File: src/rtl/aes_pkg.sv
// ---------------------------------------------------------------------------
// aes_pkg
// Shared types and constants for the AES-128 decryption ring control logic.
//   sched_state_t   : scheduler FSM encoding
//   inflight_t      : live-block count (0..3)
//   AES_RING_DEPTH  : number of register sections in the recirculating ring
//   AES_DONE_STATE  : 5-bit round state at which a block leaving the last
//                     section is finished (the datapath does this compare
//                     and reports it as data_done)
// ---------------------------------------------------------------------------
package aes_pkg;

  localparam int         AES_RING_DEPTH = 3;
  localparam logic [4:0] AES_DONE_STATE = 5'd10;

  typedef enum logic [1:0] {IDLE, RUN, DRAIN, ACK} sched_state_t;

  typedef logic [1:0] inflight_t;

endpackage

File: src/rtl/aes_decrypt_scheduler_if.sv
// ---------------------------------------------------------------------------
// aes_decrypt_scheduler_if
// Handshake bundle between the scheduler and its neighbours (input FIFO,
// datapath, key-expansion unit, output FIFO).
//   slave  : scheduler side (drives read_fifo, is_full, out_write,
//            key_change_ack, busy, inflight)
//   master : environment side (drives fifo_empty, data_done, out_full,
//            key_valid, key_change_req)
// ---------------------------------------------------------------------------
interface aes_decrypt_scheduler_if;
  import aes_pkg::*;

  logic      fifo_empty;
  logic      read_fifo;
  logic      data_done;
  logic      is_full;
  logic      out_full;
  logic      out_write;
  logic      key_valid;
  logic      key_change_req;
  logic      key_change_ack;
  logic      busy;
  inflight_t inflight;

  modport master (
    output fifo_empty, data_done, out_full, key_valid, key_change_req,
    input  read_fifo, is_full, out_write, key_change_ack, busy, inflight
  );

  modport slave (
    input  fifo_empty, data_done, out_full, key_valid, key_change_req,
    output read_fifo, is_full, out_write, key_change_ack, busy, inflight
  );

endinterface

File: src/rtl/aes_ring_slot_tracker.sv
// ---------------------------------------------------------------------------
// aes_ring_slot_tracker
// Valid-bit shadow of the datapath ring sections plus the live-block count.
// Ports:
//   clk, rst      : clock, synchronous active-high reset
//   stall         : output FIFO stall; everything holds
//   inject        : a new block enters section 0 at this edge
//   fin           : the block at the ring output is finished
//   retire        : the finished block is written out this cycle
//   last_valid    : slot at the ring output / re-entry mux is live
//   inflight      : registered live-block count
//   inflight_nxt  : count after this edge (used by the drain decision)
// ---------------------------------------------------------------------------
module aes_ring_slot_tracker
  import aes_pkg::*;
#(
  parameter int RING_DEPTH = AES_RING_DEPTH
) (
  input  logic      clk,
  input  logic      rst,
  input  logic      stall,
  input  logic      inject,
  input  logic      fin,
  input  logic      retire,
  output logic      last_valid,
  output inflight_t inflight,
  output inflight_t inflight_nxt
);

  logic [RING_DEPTH-1:0] v;
  logic                  v_in;

  assign last_valid = v[RING_DEPTH-1];

  // A slot re-enters section 0 live if it was live and not finished, or
  // if a new block takes the slot this cycle.
  assign v_in = inject | (v[RING_DEPTH-1] & ~fin);

  // inject and retire are both forced low while stalled, so the next
  // count equals the current one during a stall.
  assign inflight_nxt = inflight + {1'b0, inject} - {1'b0, retire};

  always_ff @(posedge clk) begin
    if (rst) begin
      v        <= '0;
      inflight <= '0;
    end else if (!stall) begin
      v        <= {v[RING_DEPTH-2:0], v_in};
      inflight <= inflight_nxt;
    end
  end

endmodule

File: src/rtl/aes_decrypt_scheduler.sv
// ---------------------------------------------------------------------------
// aes_decrypt_scheduler
// Sequencing controller for the recirculating AES-128 decryption ring.
// Injects ciphertext blocks from the input FIFO into free ring slots,
// retires finished blocks into the output FIFO, freezes the ring while the
// output FIFO is full and drains the ring ahead of a key change.
// Ports:
//   clk  : rising-edge clock
//   rst  : synchronous active-high reset
//   bus  : handshake bundle (slave modport), see aes_decrypt_scheduler_if
// The round-state compare against AES_DONE_STATE lives in the datapath and
// arrives here as bus.data_done.
//
// state | meaning
// IDLE  | no key loaded or key dropped; no injection
// RUN   | normal operation; inject into free slots
// DRAIN | key change pending; no injection, live blocks finish
// ACK   | ring empty; key_change_ack pulses for one cycle
// ---------------------------------------------------------------------------
module aes_decrypt_scheduler
  import aes_pkg::*;
#(
  parameter int RING_DEPTH = AES_RING_DEPTH
) (
  input logic                    clk,
  input logic                    rst,
  aes_decrypt_scheduler_if.slave bus
);

  sched_state_t state_q;
  sched_state_t state_d;

  logic      last_valid;
  inflight_t inflight;
  inflight_t inflight_nxt;

  logic fin;
  logic stall;
  logic out_write;
  logic slot_free;
  logic read_fifo;
  logic key_change_ack;

  aes_ring_slot_tracker #(
    .RING_DEPTH (RING_DEPTH)
  ) u_slot_tracker (
    .clk          (clk),
    .rst          (rst),
    .stall        (stall),
    .inject       (read_fifo),
    .fin          (fin),
    .retire       (out_write),
    .last_valid   (last_valid),
    .inflight     (inflight),
    .inflight_nxt (inflight_nxt)
  );

  always_ff @(posedge clk) begin
    if (rst) begin
      state_q <= IDLE;
    end else begin
      state_q <= state_d;
    end
  end

  // The FSM holds during an output stall, except that a key change request
  // is still accepted: DRAIN only suppresses injection, which a stall
  // already does, so entering it early is harmless and keeps the request
  // latency independent of the output FIFO.
  always_comb begin
    state_d = state_q;
    case (state_q)
      IDLE: begin
        if (!stall && bus.key_valid && !bus.key_change_req) begin
          state_d = RUN;
        end
      end
      RUN: begin
        if (bus.key_change_req) begin
          state_d = DRAIN;
        end else if (!stall && !bus.key_valid && (inflight == '0)) begin
          state_d = IDLE;
        end
      end
      DRAIN: begin
        // Looking at the post-edge count lets the ack land on the cycle
        // right after the last retire.
        if (!stall && (inflight_nxt == '0)) begin
          state_d = ACK;
        end
      end
      ACK: begin
        state_d = IDLE;
      end
      default: begin
        state_d = IDLE;
      end
    endcase
  end

  // data_done only counts when the slot at the ring output is live; bubble
  // slots carry garbage whose round state can alias the done value.
  always_comb begin
    fin            = 1'b0;
    stall          = 1'b0;
    out_write      = 1'b0;
    slot_free      = 1'b0;
    read_fifo      = 1'b0;
    key_change_ack = 1'b0;

    fin            = last_valid & bus.data_done;
    stall          = fin & bus.out_full;
    out_write      = fin & ~bus.out_full;
    slot_free      = ~last_valid | out_write;
    read_fifo      = slot_free & ~bus.fifo_empty & (state_q == RUN) &
                     ~bus.key_change_req;
    key_change_ack = (state_q == ACK);
  end

  assign bus.read_fifo      = read_fifo;
  assign bus.out_write      = out_write;
  assign bus.is_full        = stall;
  assign bus.key_change_ack = key_change_ack;
  assign bus.busy           = (inflight != '0);
  assign bus.inflight       = inflight;

endmodule

File: src/flat_wrapper.sv
// flat-port wrapper written by rule: the top's interface ports become plain ports
module aes_decrypt_scheduler_flat import aes_pkg::*;
#(
  parameter int RING_DEPTH = AES_RING_DEPTH
)
  (clk, rst, bus_fifo_empty, bus_data_done, bus_out_full, bus_key_valid, bus_key_change_req, bus_read_fifo, bus_is_full, bus_out_write, bus_key_change_ack, bus_busy, bus_inflight);
  aes_decrypt_scheduler_if bus_i ();
  input logic clk;
  input logic rst;
  input wire logic [$bits(bus_i.fifo_empty)-1:0] bus_fifo_empty;
  input wire logic [$bits(bus_i.data_done)-1:0] bus_data_done;
  input wire logic [$bits(bus_i.out_full)-1:0] bus_out_full;
  input wire logic [$bits(bus_i.key_valid)-1:0] bus_key_valid;
  input wire logic [$bits(bus_i.key_change_req)-1:0] bus_key_change_req;
  output wire logic [$bits(bus_i.read_fifo)-1:0] bus_read_fifo;
  output wire logic [$bits(bus_i.is_full)-1:0] bus_is_full;
  output wire logic [$bits(bus_i.out_write)-1:0] bus_out_write;
  output wire logic [$bits(bus_i.key_change_ack)-1:0] bus_key_change_ack;
  output wire logic [$bits(bus_i.busy)-1:0] bus_busy;
  output wire logic [$bits(bus_i.inflight)-1:0] bus_inflight;
  assign bus_i.fifo_empty = bus_fifo_empty;
  assign bus_i.data_done = bus_data_done;
  assign bus_i.out_full = bus_out_full;
  assign bus_i.key_valid = bus_key_valid;
  assign bus_i.key_change_req = bus_key_change_req;
  assign bus_read_fifo = bus_i.read_fifo;
  assign bus_is_full = bus_i.is_full;
  assign bus_out_write = bus_i.out_write;
  assign bus_key_change_ack = bus_i.key_change_ack;
  assign bus_busy = bus_i.busy;
  assign bus_inflight = bus_i.inflight;
  aes_decrypt_scheduler #(.RING_DEPTH(RING_DEPTH)) u_core (.clk(clk), .rst(rst), .bus(bus_i));
endmodule
File: config.mk
export PLATFORM = sky130hd
export DESIGN_NAME = aes_decrypt_scheduler_flat
export DESIGN_NICKNAME = d
export VERILOG_FILES = /design/src/rtl/aes_pkg.sv /design/src/rtl/aes_decrypt_scheduler_if.sv /design/src/rtl/aes_ring_slot_tracker.sv /design/src/rtl/aes_decrypt_scheduler.sv /design/src/flat_wrapper.sv
export SDC_FILE = /design/constraint.sdc
export NUM_CORES = 1
export LEC_CHECK = 0
export ABC_AREA = 1
export CAP_MARGIN = 15
export CORE_AREA = 2 2 39 41
export CTS_CLUSTER_SIZE = 10
export DETAILED_ROUTE_END_ITERATION = 8
export DIE_AREA = 0 0 41 43
export PLACE_DENSITY = 0.69
export RECOVER_POWER = 25
export SETUP_SLACK_MARGIN = 0.15
export SYNTH_ARGS = -nofsm -noshare
export SYNTH_HDL_FRONTEND = slang
export SYNTH_SLANG_ARGS = --single-unit
File: constraint.sdc
create_clock -name clk -period 2.23 [get_ports clk]
set_input_delay 0.446 -clock clk [delete_from_list [all_inputs] [get_ports clk]]
set_output_delay 0.446 -clock clk [all_outputs]
set_load 0.01 [all_outputs]
==> metrics.cfg <==
[clocking]
cts_inserted_buffers = 3
h-tree-depth = 1
cts_max_path_buffers = 2
hold_buffers = 0
cts_root_buf = clkbuf_4
cts_sinks = 7
cts_tree = done
clkSlewWorstSetupHoldPaths_ns = 0.05
insertion_delay_ns = 0.25

[timing]
fin_crit_sh_pct = 84.5
slew_viol_final = 0
finalHoldViolCount = 0
worst_slew_margin_rel_pct = 78.9
final.min_clock_period_ns = 1.89
fmaxAchievable_mhz = 530
worstMarginPinSlew_ns = 0.317
rsz0062_at_grt = no
finalSetupViolations = 0
skew_ns = 0.00424

[setup_path]
crit_start = bus_data_done
worstPathMaxFanout = 3
r2r_start = u_core.u_slot_tracker.v[2]
end_kind = register
crit_required_ns = 2.41
criticalPathCategory = input port to register
cp-start-kind = input port
worstPathArrival_ns = 2.07

[hold_path]
hold_path.class = register to register
hold_path_startpoint = u_core.u_slot_tracker.v[1]

[grt]
grt_max_degree = 10
grt_pass1_vias = 381
grt_pass1_wl_um = 1410
grt_usage_pct = 12.2
grt_antenna_before_repair = 0
grt_overflow = 0

[power_and_ir_drop]
p_per_area_nw_per_um2 = 466
p_leak_nw = 0.351
power.total_uw = 307
max-vdd-ir-drop_v = 0.000325

[logic_synthesis]
synth_top_area_cell = dfxtp_1
synthSimpleGateAreaFrac_pct = 33.2
yosysWarnings = 0
ys_seq_area_share_pct = 34.5
muxShareOfSynthArea_pct = 0
syn-cell-area_um2 = 407
synthesis.nets = 69
yosysUniqueCellTypes = 17
synth_cells = 60
synth_ff_type = dfxtp_1
yosysTopAreaCellShare_pct = 34.5
avgSynthCellArea_um2 = 6.78
synth_seq_cells = 7
synth.most_common_cell = nand2_1
synth_edf_count = 0
synth_fa_ha_area_share_pct = 6.15
synth_compound_area_share_pct = 14.2
yosys-top-cells-area = dfxtp_1, nand2_1, inv_1
synth_common_cells = nand2_1, inv_1, dfxtp_1, a21oi_1, nor2_1
synthArstFlopShare_pct = 0
synth-xor-area-share_pct = 0
synth_top_family_by_area = simple AND/OR/NAND/NOR gates

[routing]
drc = 0
antenna_left = 0
first_pass_iters = 4
vias = 423
drt-initial-drc-count = 3
wl_um = 846
via_per_inst = 4.23
wl_per_cell_um = 8.46

[floorplan]
initial_utilization_pct = 29.4
ios = 14
row_count = 14
dieHeight_um = 43
core_um2 = 1380
fp.dieArea_um2 = 1760
die_width_um = 41

[layout]
regArea_um2 = 141
area_growth_pct = 61.8
multiInputGateArea_um2 = 243
fill_cells = 145
nNetsFinal = 94
post-route-util_pct = 47.6
n_antenna_cell = 0
drive_above_1_share_pct = 22.6

[job]
cap_violations = 0

[outcome]
run_status = completed

[placed_design]
port_buffers = 13
place_hpwl_um = 644
gp_congestion = 0.773

==> cells in the final DEF (no fill, tap or decap), types with 2 or more instances in the layout <==
master and count:
a21oi_1 4, buf_4 6, clkbuf_1 2, clkbuf_4 3, clkdlybuf4s50_1 6, dfxtp_1 6, dlygate4sd2_1 4, dlymetal6s2s_1 2
inv_1 12, nand2_1 16, nand3_1 2, nand3_2 2, nor2_1 3, o211ai_1 2, o21ai_0 2
==> report_power, final <==
part	internal (mW)	switching, mW
combinational	0.0312	0.0243
clock	0.0682	0.0455
sequential	0.131	0.00651
total	0.231	0.0762
==> kinds of logic after synthesis <==
kind of cell,Yosys count
AND/OR/NAND/NOR,28
buffers and inverters,13
AO/OA/AOI/OAI,10
flip-flops,7
adder cells (fa/ha/maj),2
==> metal layers <==
metal / routed length (um) / track usage, %
met4: 0 / 2.00
met5: 0 / 0
met1: 385 / 14.9
met2: 388 / 16.9
met3: 72 / 9.42
==> path summary, 6_finish.rpt <==
check	slack, ns	endpoint	cells past startpoint
worst max-delay path	0.34	u_core.state_q[0]	16
worst min-delay path	0.47	u_core.u_slot_tracker.v[1]	2
worst max register to register	0.37	u_core.state_q[0]	15
worst min register to register	0.47	u_core.u_slot_tracker.v[1]	2
==> worst max-delay path, cell delays in order <==
cell and delay [ns]:
dlygate4sd2_1 0.22, nand2_2 0.07, o21ai_2 0.15, nand3_2 0.14, ha_4 0.29, inv_1 0.03
ha_1 0.18, inv_1 0.05, nand2_1 0.05, nand2_1 0.06, nand2_1 0.04, nand2_1 0.07
nand3_1 0.07, nand2_1 0.07, nand2_1 0.04, nor2_1 0.08
==> stage by stage <==
step | TNS [ns] | std cells | cell area (um2) | worst slack (ns) | hold WS (ns)
3_5_place_dp | -0.512 | 94 | 594 | -0.206 | 0.457
6_report | 0 | 100 | 658 | 0.345 | 0.471
3_3_place_gp | -0.395 | 94 | 594 | -0.152 | 0.456
2_1_floorplan | 0 | 60 | 407 | 0.448 | 0.435
5_1_grt | 0 | 100 | 658 | 0.144 | 0.478
4_1_cts | 0 | 99 | 642 | 0.123 | 0.467
==> timing repair <==
action	CTS	global route
endpoints found under the setup margin	5	4
pin swaps	1	4
resized for setup	7	4
buffers inserted	1	1
==> area by class of cell <==
type	instances	share of cell area, %
inverter	13	7.41
multi-input combinational	40	36.9
tap	16	3.04
clock buffer	4	3.99
timing repair buffer	20	27.2
sequential	7	21.5
No activity file was read; power rests on OpenSTA's default activity.
